### src/rtl/pixel_packet_receiver_pkg.sv
// Shared types and framing constants for the dibit pixel packet receiver.
package pixel_packet_receiver_pkg;
   typedef enum logic [1:0] {
      ST_IDLE  = 2'd0,
      ST_ADDR  = 2'd1,
      ST_PIXEL = 2'd2,
      ST_DRAIN = 2'd3
   } rx_state_e;

   localparam int ADDR_DIBITS      = 12;
   localparam int DIBITS_PER_PIXEL = 4;
   localparam int PIX_W            = 2 * DIBITS_PER_PIXEL;
endpackage

### src/rtl/pixel_packet_receiver_dibit_deserializer.sv
// LSB-first dibit shift register; word_o is the completed word in the cycle full_o is high.
module dibit_deserializer #(
   parameter int W = 8
) (
   input  logic         clk,
   input  logic         rst_n,
   input  logic         clr_i,
   input  logic         shift_i,
   input  logic [1:0]   din_i,
   output logic [W-1:0] word_o,
   output logic         full_o,
   output logic         busy_o
);
   localparam int N  = W / 2;
   localparam int CW = (N > 1) ? $clog2(N) : 1;
   localparam logic [CW-1:0] LAST = CW'(N - 1);

   // Only the first N-1 dibits are stored; the final one is taken straight from din_i.
   logic [W-3:0]  data_q, data_d;
   logic [CW-1:0] cnt_q, cnt_d;

   assign word_o = {din_i, data_q};
   assign full_o = shift_i && (cnt_q == LAST);
   assign busy_o = (cnt_q != '0);

   always_comb begin
      data_d = data_q;
      cnt_d  = cnt_q;
      if (clr_i) begin
         cnt_d = '0;
      end else if (shift_i) begin
         data_d = {din_i, data_q[W-3:2]};
         cnt_d  = full_o ? '0 : cnt_q + 1'b1;
      end
   end

   always_ff @(posedge clk or negedge rst_n) begin
      if (!rst_n) begin
         data_q <= '0;
         cnt_q  <= '0;
      end else begin
         data_q <= data_d;
         cnt_q  <= cnt_d;
      end
   end
endmodule

### src/rtl/pixel_packet_receiver.sv
// Receives address + pixel packets as a dibit stream and emits frame-buffer writes.
module pixel_packet_receiver
   import pixel_packet_receiver_pkg::*;
#(
   parameter int FRAME_PIXELS = 76800,
   parameter int ADDR_W       = 24
) (
   input  logic              clk,
   input  logic              rst_n,
   input  logic              axiiv,
   input  logic [1:0]        axiid,
   output logic [7:0]        pixel_out,
   output logic [ADDR_W-1:0] pixel_addr_out,
   output logic              pixel_we,
   output logic              pkt_done,
   output logic              pkt_err
);
   localparam logic [ADDR_W-1:0] LAST_ADDR = ADDR_W'(FRAME_PIXELS - 1);

   rx_state_e         state_q, state_d;
   logic              armed_q;
   logic [ADDR_W-1:0] addr_q, addr_d, paddr_q, paddr_d;
   logic [PIX_W-1:0]  pix_q, pix_d;
   logic              we_q, we_d, done_q, done_d, err_q, err_d;

   logic              addr_shift, addr_full, addr_busy, addr_ok;
   logic              pix_shift, pix_full, pix_busy;
   logic [ADDR_W-1:0] addr_word;
   logic [PIX_W-1:0]  pix_word;

   // After reset the receiver stays deaf until it has seen axiiv low once.
   assign addr_shift = axiiv && ((state_q == ST_IDLE && armed_q) || state_q == ST_ADDR);
   assign pix_shift  = axiiv && (state_q == ST_PIXEL);
   assign addr_ok    = ({1'b0, addr_word} < (ADDR_W + 1)'(FRAME_PIXELS));

   dibit_deserializer #(.W(ADDR_W)) u_addr_deser (
      .clk     (clk),
      .rst_n   (rst_n),
      .clr_i   (!axiiv),
      .shift_i (addr_shift),
      .din_i   (axiid),
      .word_o  (addr_word),
      .full_o  (addr_full),
      .busy_o  (addr_busy)
   );

   dibit_deserializer #(.W(PIX_W)) u_pix_deser (
      .clk     (clk),
      .rst_n   (rst_n),
      .clr_i   (!axiiv),
      .shift_i (pix_shift),
      .din_i   (axiid),
      .word_o  (pix_word),
      .full_o  (pix_full),
      .busy_o  (pix_busy)
   );

   always_ff @(posedge clk or negedge rst_n) begin
      if (!rst_n) begin
         state_q <= ST_IDLE;
         armed_q <= 1'b0;
      end else begin
         state_q <= state_d;
         armed_q <= armed_q | ~axiiv;
      end
   end

   always_comb begin
      state_d = state_q;
      unique case (state_q)
         ST_IDLE:  if (axiiv && armed_q) state_d = ST_ADDR;
         ST_ADDR: begin
            if (!axiiv)         state_d = ST_IDLE;
            else if (addr_full) state_d = addr_ok ? ST_PIXEL : ST_DRAIN;
         end
         ST_PIXEL: if (!axiiv) state_d = ST_IDLE;
         ST_DRAIN: if (!axiiv) state_d = ST_IDLE;
         default:  state_d = ST_IDLE;
      endcase
   end

   always_comb begin
      addr_d  = addr_q;
      paddr_d = paddr_q;
      pix_d   = pix_q;
      we_d    = 1'b0;
      done_d  = 1'b0;
      err_d   = 1'b0;
      unique case (state_q)
         ST_ADDR: begin
            if (!axiiv) begin
               err_d = addr_busy;
            end else if (addr_full) begin
               if (addr_ok) addr_d = addr_word;
               else         err_d  = 1'b1;
            end
         end
         ST_PIXEL: begin
            if (!axiiv) begin
               err_d  = pix_busy;
               done_d = !pix_busy;
            end else if (pix_full) begin
               we_d    = 1'b1;
               pix_d   = pix_word;
               paddr_d = addr_q;
               addr_d  = (addr_q == LAST_ADDR) ? '0 : addr_q + 1'b1;
            end
         end
         default: ;
      endcase
   end

   always_ff @(posedge clk or negedge rst_n) begin
      if (!rst_n) begin
         addr_q  <= '0;
         paddr_q <= '0;
         pix_q   <= '0;
         we_q    <= 1'b0;
         done_q  <= 1'b0;
         err_q   <= 1'b0;
      end else begin
         addr_q  <= addr_d;
         paddr_q <= paddr_d;
         pix_q   <= pix_d;
         we_q    <= we_d;
         done_q  <= done_d;
         err_q   <= err_d;
      end
   end

   assign pixel_out      = pix_q;
   assign pixel_addr_out = paddr_q;
   assign pixel_we       = we_q;
   assign pkt_done       = done_q;
   assign pkt_err        = err_q;
endmodule

### config.mk
export PLATFORM = sky130hd
export DESIGN_NAME = pixel_packet_receiver
export DESIGN_NICKNAME = d
export VERILOG_FILES = /design/src/rtl/pixel_packet_receiver_pkg.sv /design/src/rtl/pixel_packet_receiver_dibit_deserializer.sv /design/src/rtl/pixel_packet_receiver.sv
export SDC_FILE = /design/constraint.sdc
export NUM_CORES = 1
export LEC_CHECK = 0
export CORE_MARGIN = 5
export CORE_UTILIZATION = 55
export CTS_CLUSTER_DIAMETER = 150
export DETAILED_ROUTE_END_ITERATION = 10
export DONT_BUFFER_PORTS = 1
export PLACE_DENSITY_LB_ADDON = 0.12
export SLEW_MARGIN = 20
export SYNTH_ARGS = -nofsm -noshare
export SYNTH_HDL_FRONTEND = slang
export SYNTH_SLANG_ARGS = --single-unit
### constraint.sdc
create_clock -name clk -period 2.9 [get_ports clk]
set_input_delay 0.58 -clock clk [delete_from_list [all_inputs] [get_ports clk]]
set_output_delay 0.58 -clock clk [all_outputs]
set_load 0.02 [all_outputs]
# Word level (Yosys, flattened, before mapping)
# Index checks and enable logic that the tools add are counted.
dict set report classes {
  addsub 3
  n_mul 0
  n_eq_ne 16
  bitwise 2
  shifts 0
  div 0
  reduce_logical 18
  magnitude_cmp 1
  n_mux 29
}
# cell n
set op_table {}
lappend op_table {{two-way mux 24 bit} 6}
lappend op_table {{case mux 24 bit (2 select lines)} 1}
lappend op_table {{adder 24 x 1 -> 24 bit, second input constant} 1}
lappend op_table {{equality test 24 x 17 -> 1 bit, second input constant} 1}
lappend op_table {{< comparator 24 x 17 -> 1 bit, second input constant} 1}
lappend op_table {{two-way mux 2 bit} 7}
lappend op_table {{two-way mux 4 bit} 3}
lappend op_table {{two-way mux 1 bit} 10}
lappend op_table {{!= test 2 x 1 -> 1 bit, second input constant} 5}
lappend op_table {{!= test 2 bit, second input constant} 4}
lappend op_table {{equality test 2 bit, second input constant} 3}
lappend op_table {{logical AND 1 bit} 6}
lappend op_table {{case mux 2 bit (3 select lines)} 1}
lappend op_table {{AND reduction 3 bit} 2}
lappend op_table {{AND reduction 6 bit} 1}
lappend op_table {{adder 4 x 1 -> 4 bit, second input constant} 1}
lappend op_table {{equality test 4 bit, second input constant} 1}
lappend op_table {{AND reduction 2 bit} 2}
lappend op_table {{nonzero test 2 bit} 2}
lappend op_table {{nonzero test 4 bit} 1}
lappend op_table {{!= test 3 x 2 -> 1 bit, second input constant} 1}
lappend op_table {{adder 2 x 1 -> 2 bit, second input constant} 1}
lappend op_table {{equality test 2 x 1 -> 1 bit, second input constant} 1}
lappend op_table {{zero test 2 bit} 1}
lappend op_table {{other kinds (6)} 6}
dict set report totals {
  latch_bits 0
  ram_bits 0
  inputBits 5
  elab_cells 81
  n_memories 0
  regBits 96
  romBits 0
  out_inout_bits 35
}

# Longest topological paths before layout
# Gate-level depths: netlist (run 1).
dict set report logic_depth {
  word_depth 8
  mapped_depth 9
  ltp_nobuf 7
}

# Modules after synthesis
# Synthesis (run 1) repeated with hierarchy kept, for this count alone.
dict set report hier_totals {
  hier_cells 397
  hier_area_um2 4693.3
}
# mod cells_each area_each_um2 instances
set modules_own_cells {}
lappend modules_own_cells {pixel_packet_receiver 296 3140.5 1}
lappend modules_own_cells {{dibit_deserializer (u_addr_deser)} 73 1147.4 1}
lappend modules_own_cells {{dibit_deserializer (u_pix_deser)} 28 405.4 1}

# Least setup slack after synthesis (run 1)
# OpenSTA, ideal clock, no wires.
dict set report synth_timing {
  path_type {reg-to-reg}
  start {register addr_q[0]}
  end {register addr_q[6]}
  slack_ns 0.887
  t_arrival_ns 1.892
  stages_incl_launch_ff 8
  path_buffers 1
  t_required_ns 2.779
  cell_sequence {dfrtp_1 -> ha_1 -> nand4_2 -> or3_4 -> o21a_1 -> buf_6 -> a211o_1 -> a22o_1}
}
dict set report synth_between {
  elab_chain_len 5
  elab_cells_between_ends 6
  classes_between {1 x add/sub; 1 x eq/ne; 4 x mux}
}
# item line
set synth_lines {}
lappend synth_lines {{start: declaration} pixel_packet_receiver.sv:22} ;# logic [ADDR_W-1:0] addr_q, addr_d, paddr_q, paddr_d;
lappend synth_lines {{start signal: assignment} pixel_packet_receiver.sv:122} ;# addr_q <= addr_d;
lappend synth_lines {{adder 24 x 1 -> 24 bit or equality test 24 x 17 -> 1 bit (tied branches)} pixel_packet_receiver.sv:106} ;# addr_d = (addr_q == LAST_ADDR) ? '0 : addr_q + 1'b1;
lappend synth_lines {{two-way mux 24 bit (*)} pixel_packet_receiver.sv:106}
lappend synth_lines {{two-way mux 24 bit (*)} pixel_packet_receiver.sv:102} ;# end else if (pix_full) begin
lappend synth_lines {{two-way mux 24 bit (*)} pixel_packet_receiver.sv:99} ;# if (!axiiv) begin
lappend synth_lines {{case mux 24 bit (2 select lines) (*)} pixel_packet_receiver.sv:89} ;# unique case (state_q)
# Every way passes the cells marked *; elsewhere a longest branch is shown, timed or not. The select of a mux whose other input is x is not followed.
# A chain may end at the register's enable or synchronous reset.

# Worst setup path after layout (run 1)
dict set report layout_timing {
  start {register addr_q[0]}
  end {register addr_q[5]}
}
# The elaborated chain is that of the path after synthesis.

==> results of run 1 <==
where the power goes:
group          internal [W]  switching (W)  leakage [nW]
Combinational      0.000716       0.000843         0.841
Sequential          0.00170       0.000445          1.25
Clock              0.000404       0.000476         0.101
per-stage QoR:
step           power (W)  setup WS (ns)  hold slack, ns  area (sq um)
2_1_floorplan   0.003248         0.8871          0.2844          4673
3_3_place_gp    0.003647         0.6171          0.2872          4778
3_5_place_dp    0.003692         0.5169          0.2874          4778
4_1_cts         0.004605         0.4829          0.1437          5000
5_1_grt         0.004899         0.3339          0.1458          5000
6_report        0.004588         0.4572          0.1170          5000
how the worst max path moves through the flow:
stage | slack (ns) | from | endpoint | depth (start not counted)
3_5_place_dp | 0.52 | addr_q[0] | addr_q[5] | 6
3_3_place_gp | 0.62 | addr_q[0] | addr_q[5] | 6
6_report | 0.46 | addr_q[0] | addr_q[5] | 6
2_1_floorplan | 0.89 | addr_q[0] | addr_q[6] | 7
5_1_grt | 0.33 | addr_q[0] | addr_q[6] | 6
4_1_cts | 0.48 | addr_q[0] | addr_q[5] | 6
placed cells by master, fill, tap and decap left out, types with 4 or more instances in the layout:
master | synthesis | final
o211ai_1 | 13 | 13
o2bb2ai_1 | 7 | 7
ha_1 | 9 | 9
a21oi_1 | 9 | 9
o311ai_0 | 4 | 4
inv_1 | 12 | 12
nor2b_1 | 5 | 5
dfrtp_1 | 96 | 96
clkbuf_8 | 0 | 9
mux2i_1 | 4 | 4
nand3_1 | 20 | 19
nand2_1 | 29 | 29
buf_4 | 0 | 9
nor3_1 | 11 | 11
o21ai_0 | 16 | 16
a22oi_1 | 4 | 4
nand4_1 | 12 | 12
a21boi_0 | 5 | 5
nor2_1 | 16 | 16
a211oi_1 | 4 | 4
a22o_1 | 7 | 7
nor4_1 | 11 | 11
mux2_2 | 58 | 58
cell families after synthesis:
| logic type | Yosys count | share of synthesized area, % |
|---|---|---|
| AND/OR/NAND/NOR | 126 | 14.27 |
| flip-flops | 96 | 51.41 |
| AO/OA/AOI/OAI | 89 | 13.49 |
| multiplexers | 62 | 14.83 |
| buffers and inverters | 40 | 3.587 |
| adder cells (fa/ha/maj) | 9 | 2.410 |
area by class of cell:
cell class | count | area share [%]
Clock buffer | 10 | 2.553
Clock inverter | 6 | 1.326
Inverter | 13 | 0.9760
Multi-Input combinational cell | 286 | 42.17
Sequential cell | 96 | 48.05
Tap cell | 105 | 2.628
Timing Repair Buffer | 11 | 2.302
cell usage after synthesis, drive strengths merged (3+ instances only):
library cell	instances
dfrtp	96
mux2	58
nand2	29
nand3	20
o21ai	18
nor2	17
clkbuf	15
nand4	14
inv	13
o211ai	13
buf	12
nor3	11
nor4	11
a21oi	9
ha	9
a22o	7
o2bb2ai	7
a21boi	5
nor2b	5
a211oi	4
a22oi	4
mux2i	4
o311ai	4
or2	4
a211o	3
o21a	3
or3	3
sequential cells by signal, summed over array words and instances (netlist names):
signal	cells
addr_q	24
pixel_addr_out	24
u_addr_deser.data_q	22
pixel_out	8
u_pix_deser.data_q	6
u_addr_deser.cnt_q	4
state_q	2
u_pix_deser.cnt_q	2
armed_q	1
pixel_we	1
pkt_done	1
pkt_err	1
layer usage:
layer,up-vias,share of wire (%)
met3,18,5.5
met2,103,47
met4,0,1.7
li1,1547,-
met5,-,0
met1,1662,45
==> results.py, run 1 <==
metrics = {
    "synth": {
        "postSynthCellCount": 422,
        "synth_top_area_share_pct": 51.41,
        "synthesis.nets": 436,
        "ys_warn_count": 0,
        "yosys_register_bits": 96,
        "synth_cell_types": 53,
        "synth_edf_count": 0,
        "syn_area_sq_um": 4673,
        "synth_top_area_cell": "dfrtp_1",
        "avgSynthCellArea_sq_um": 11.07,
        "synth_flop_cell": "dfrtp_1",
        "ys_async_sr_fraction_pct": 100.0,
        "yosys-top-cells-area": "dfrtp_1, mux2_2, ha_1",
        "ys_seq_area_share_pct": 51.41,
    },
    "layout": {
        "final_layout_size_suffix_gt1_share_pct": 22.27,
        "area_growth_pct": 6.988,
        "post-route-util_pct": 60.55,
        "finalNonFillerCells": 527,
        "regArea_sq_um": 2402,
        "nNetsFinal": 431,
        "n_fill_cell": 684,
        "multi_input_area_sq_um": 2108,
        "antenna_cells": 0,
    },
    "setup_path": {
        "end_kind": "flop",
        "r2r_cells": 6,
        "critPathArrivalTime_ns": 2.70,
        "worst_setup_path_start_kind": "flop",
        "r2r-end": "addr_q[5]",
        "cp_top_family": "compound AO/OA/AOI/OAI gates",
        "worstPathCellList": "ha_1 > nand4_2 > or3_4 > o21a_1 > a211o_1 > a22o_1",
        "critPathBufInv": 0,
        "cp_max_fo": 20,
        "critPathSlowestCell": "o21a_1",
        "cpPeakStageDelay_ns": 0.46,
        "crit_required_ns": 3.15,
        "crit_type": "reg -> reg",
        "reg2reg_slack_ns": 0.46,
        "worstReg2RegStart": "addr_q[0]",
    },
    "detailed_routing": {
        "drc": 0,
        "routed-via-count": 3330,
        "dr.pass1.iters": 5,
        "avgViaCountPerCell": 6.319,
        "drtIter0Drc": 169,
        "wl_per_cell_microns": 18.99,
        "wl_mm": 10.01,
        "ant_nets": 0,
    },
    "timing": {
        "slew_headroom_pct": 50.66,
        "post-route-period-util_pct": 84.24,
        "drv_slew": 0,
        "fmax_mhz": 409.4,
        "worst_pin_slew_ns": 0.7401,
        "rsz0062_at_grt": "false",
        "setup_tns_ns": 0,
        "hold_violations": 0,
        "setup_violations": 0,
        "period_minus_slack_ns": 2.443,
        "fin_skew_ns": 0.01350,
    },
    "cts": {
        "root_buffer": "clkbuf_8",
        "postCtsHoldBufs": 1,
        "clockBufferDepth": 2,
        "cts_resized": 0,
        "cts_tree": "done",
        "cts_sinks": 96,
        "clk_latency_ns": 0.37,
        "clkSlewWorstSetupHoldPaths_ns": 0.10,
        "postCtsSetupRepairBufs": 0,
        "cts_max_level": 3,
        "cts_buffers": 9,
    },
    "floorplanning": {
        "die_x_microns": 102.2,
        "die-area_sq_um": 10440,
        "die_h_microns": 102.2,
        "core_area_sq_um": 8258,
        "rows": 33,
        "num_io_pins": 40,
        "start_util_pct": 56.59,
    },
    "job": {
        "cap_viol_max_count": 0,
    },
    "global_routing": {
        "grt_pass1_wl_mm": 16.70,
        "antenna_found_initial": 0,
        "grt_overflow": 0,
        "met3_usage_pct": 3.413,
        "grt_pass1_vias": 3254,
        "grt_usage_pct": 20.48,
        "grt.busiest_layer": "met2",
        "grt_max_degree": 97,
        "met1_usage_pct": 28.88,
        "grt_use_met2_pct": 32.43,
    },
    "place": {
        "place_inst": 510,
        "hpwl_mm": 6.697,
        "io_buffers": 0,
        "place.gp.congestion": 0.8915,
    },
    "power_and_ir_drop": {
        "p_leak_nw": 2.197,
        "power_density_nw_per_um2": 917.7,
        "ir_drop_uv": 365.9,
    },
    "outcome": {
        "status": "completed",
    },
    "min_path": {
        "min_path_type": "in -> async",
    },
}
(Power assumes the default switching activity.)
==> run 2: changes to the inputs <==
Clock period 2.9 ns to 2.5 ns, I/O delays scaled along.
==> results.py, run 2 (same netlist as run 1, synthesis figures left out) <==
metrics = {
    "power_and_ir_drop": {
        "intPower_w": 0.003224,
        "power.switching_w": 0.002064,
        "power_frac_clock_pct": 18.5,
        "sw_frac_of_total_pct": 39.04,
        "ir_drop_uv": 413.0,
        "p_seq_share_pct": 46.5,
        "combPwrFrac_pct": 34.9,
        "power_density_nw_per_um2": 1061,
        "p_leak_nw": 2.193,
    },
    "detailed_routing": {
        "ant_nets": 0,
        "drtIter0Drc": 230,
        "drc": 0,
        "wl_met2_mm": 4.819,
        "wl_mm": 9.933,
        "met1_length_mm": 4.411,
        "routed.top_layer": "met4",
        "avgViaCountPerCell": 6.266,
        "routed-via-count": 3321,
        "wl_per_cell_microns": 18.74,
        "dr.pass1.iters": 5,
        "wl_met3_microns": 604,
    },
    "timing": {
        "setup_tns_ns": 0,
        "worst_pin_slew_ns": 0.5517,
        "slew_headroom_pct": 62.89,
        "setup_violations": 0,
        "hold_violations": 96,
        "fmax_mhz": 447.1,
        "setup_slack_ns": 0.2632,
        "rsz0062_at_grt": "false",
        "fin_skew_ns": 0.01269,
        "holdWs_ns": -0.1822,
        "post-route-period-util_pct": 89.47,
        "drv_slew": 0,
        "period_minus_slack_ns": 2.237,
    },
    "place": {
        "io_buffers": 0,
        "hpwl_mm": 6.802,
        "placed_cell_area_sq_um": 4796,
        "place.gp.congestion": 0.9368,
        "post-place-ws_ns": 0.2945,
    },
    "floorplanning": {
        "die-area_sq_um": 10440,
        "rows": 33,
        "start_util_pct": 56.59,
        "die_h_microns": 102.2,
        "die_x_microns": 102.2,
        "core_area_sq_um": 8258,
        "num_io_pins": 40,
    },
    "cts": {
        "clk_latency_ns": 0.36,
        "cts_buffers": 9,
        "clockBufferDepth": 2,
        "clkSlewWorstSetupHoldPaths_ns": 0.10,
        "postCtsSetupRepairBufs": 0,
        "cts_resized": 0,
        "cts_tree": "done",
        "root_buffer": "clkbuf_8",
        "cts_max_level": 3,
        "cts_sinks": 96,
    },
    "global_routing": {
        "grt_usage_pct": 20.57,
        "grt_max_degree": 97,
        "grt_pass1_vias": 3358,
        "grt_overflow": 0,
        "antenna_found_initial": 0,
        "grt_pass1_wl_mm": 16.92,
    },
    "setup_path": {
        "critPathSlowestCell": "dfrtp_1",
        "crit_required_ns": 2.75,
        "worst_setup_path_start_kind": "flop",
        "worstPathCellList": "ha_1 > nand4_2 > or3_4 > o21a_1 > a211o_1 > a22o_1",
        "cp_top_family": "compound AO/OA/AOI/OAI gates",
        "cp_max_fo": 11,
        "cpPeakStageDelay_ns": 0.44,
        "critPathArrivalTime_ns": 2.49,
        "end_kind": "flop",
        "critPathBufInv": 0,
        "crit_type": "reg -> reg",
    },
    "layout": {
        "finalInstanceArea_sq_um": 4982,
        "final_layout_size_suffix_gt1_share_pct": 23.06,
        "most-common-layout-cells": "dfrtp_1, mux2_2, nand2_1, nand3_1",
        "area_growth_pct": 6.613,
        "antenna_cells": 0,
        "post-route-util_pct": 60.33,
        "regArea_sq_um": 2402,
        "nNetsFinal": 434,
        "multi_input_area_sq_um": 2108,
        "n_fill_cell": 676,
        "final_common_cell": "dfrtp_1",
    },
    "min_path": {
        "min_path_type": "in -> async",
    },
    "outcome": {
        "violations": "negative hold slack",
        "status": "complete, but fails checks",
    },
    "job": {
        "cap_viol_max_count": 0,
    },
}
[run 2: changes by cell type in the layout (fill, tap and decap cells not counted)]
| cell | previous run | this run |
|---|---|---|
| inv_8 | 0 | 2 |
| buf_4 | 9 | 14 |
| bufinv_16 | 1 | 0 |
| clkbuf_1 | 1 | 0 |
| clkinv_2 | 2 | 1 |
| buf_16 | 1 | 0 |
| clkinv_4 | 1 | 2 |
| buf_12 | 1 | 0 |
[run 2: final cells by class]
| type | instances | area share, % |
|---|---|---|
| Sequential cell | 96 | 48.22 |
| Multi-Input combinational cell | 286 | 42.32 |
| Tap cell | 105 | 2.637 |
| Clock buffer | 9 | 2.486 |
| Timing Repair Buffer | 14 | 2.109 |
| Clock inverter | 7 | 1.256 |
| Inverter | 13 | 0.9794 |
[run 2: path summary, 6_finish.rpt]
check	slack (ns)	depth (start not counted)	from	end
worst max-delay path	0.26	6	addr_q[0]	addr_q[5]
worst min-delay path	-0.18	0	rst_n	u_pix_deser.data_q[2]
worst max register to register	0.26	6	addr_q[0]	addr_q[5]
worst min register to register	0.51	1	u_pix_deser.data_q[1]	u_pix_deser.data_q[1]
max in group asynchronous	2.56	0	rst_n	u_addr_deser.data_q[5]
min in group clk	0.19	1	axiiv	pkt_done
[run 2: stage by stage]
step                      std cells  power, W
after detailed placement        514  0.004331
after floorplan                 422  0.003768
after CTS                       530  0.005313
after global placement          514  0.004265
final                           530  0.005289
after global routing            530  0.005657
[run 2: routing by layer]
| layer | track usage [%] | vias up |
|---|---|---|
| met3 | 4.027 | 7 |
| met5 | 0 | - |
| li1 | - | 1560 |
| met2 | 32.48 | 116 |
| met4 | 6.155 | 0 |
| met1 | 28.98 | 1638 |
[run 2: worst reg2reg max path: stages (launching register included)]
cell	delay [ns]
dfrtp_1	0.44
ha_1	0.26
nand4_2	0.18
or3_4	0.43
o21a_1	0.34
a211o_1	0.32
a22o_1	0.17
[run 2: power by group through the flow]
stage / clock (W) / combinational, W / sequential, W
3_3_place_gp: 0 / 0.00179 / 0.00247
2_1_floorplan: 0 / 0.00145 / 0.00232
6_report: 0.000980 / 0.00185 / 0.00246
4_1_cts: 0.00101 / 0.00185 / 0.00245
5_1_grt: 0.00107 / 0.00205 / 0.00254
3_5_place_dp: 0 / 0.00184 / 0.00249
==> run 3: changes to the inputs <==
Settings changed: SLEW_MARGIN 20 to 25.
==> results of run 3 <==
Same layout as run 2: the final DEF is identical, and so are final timing and power.
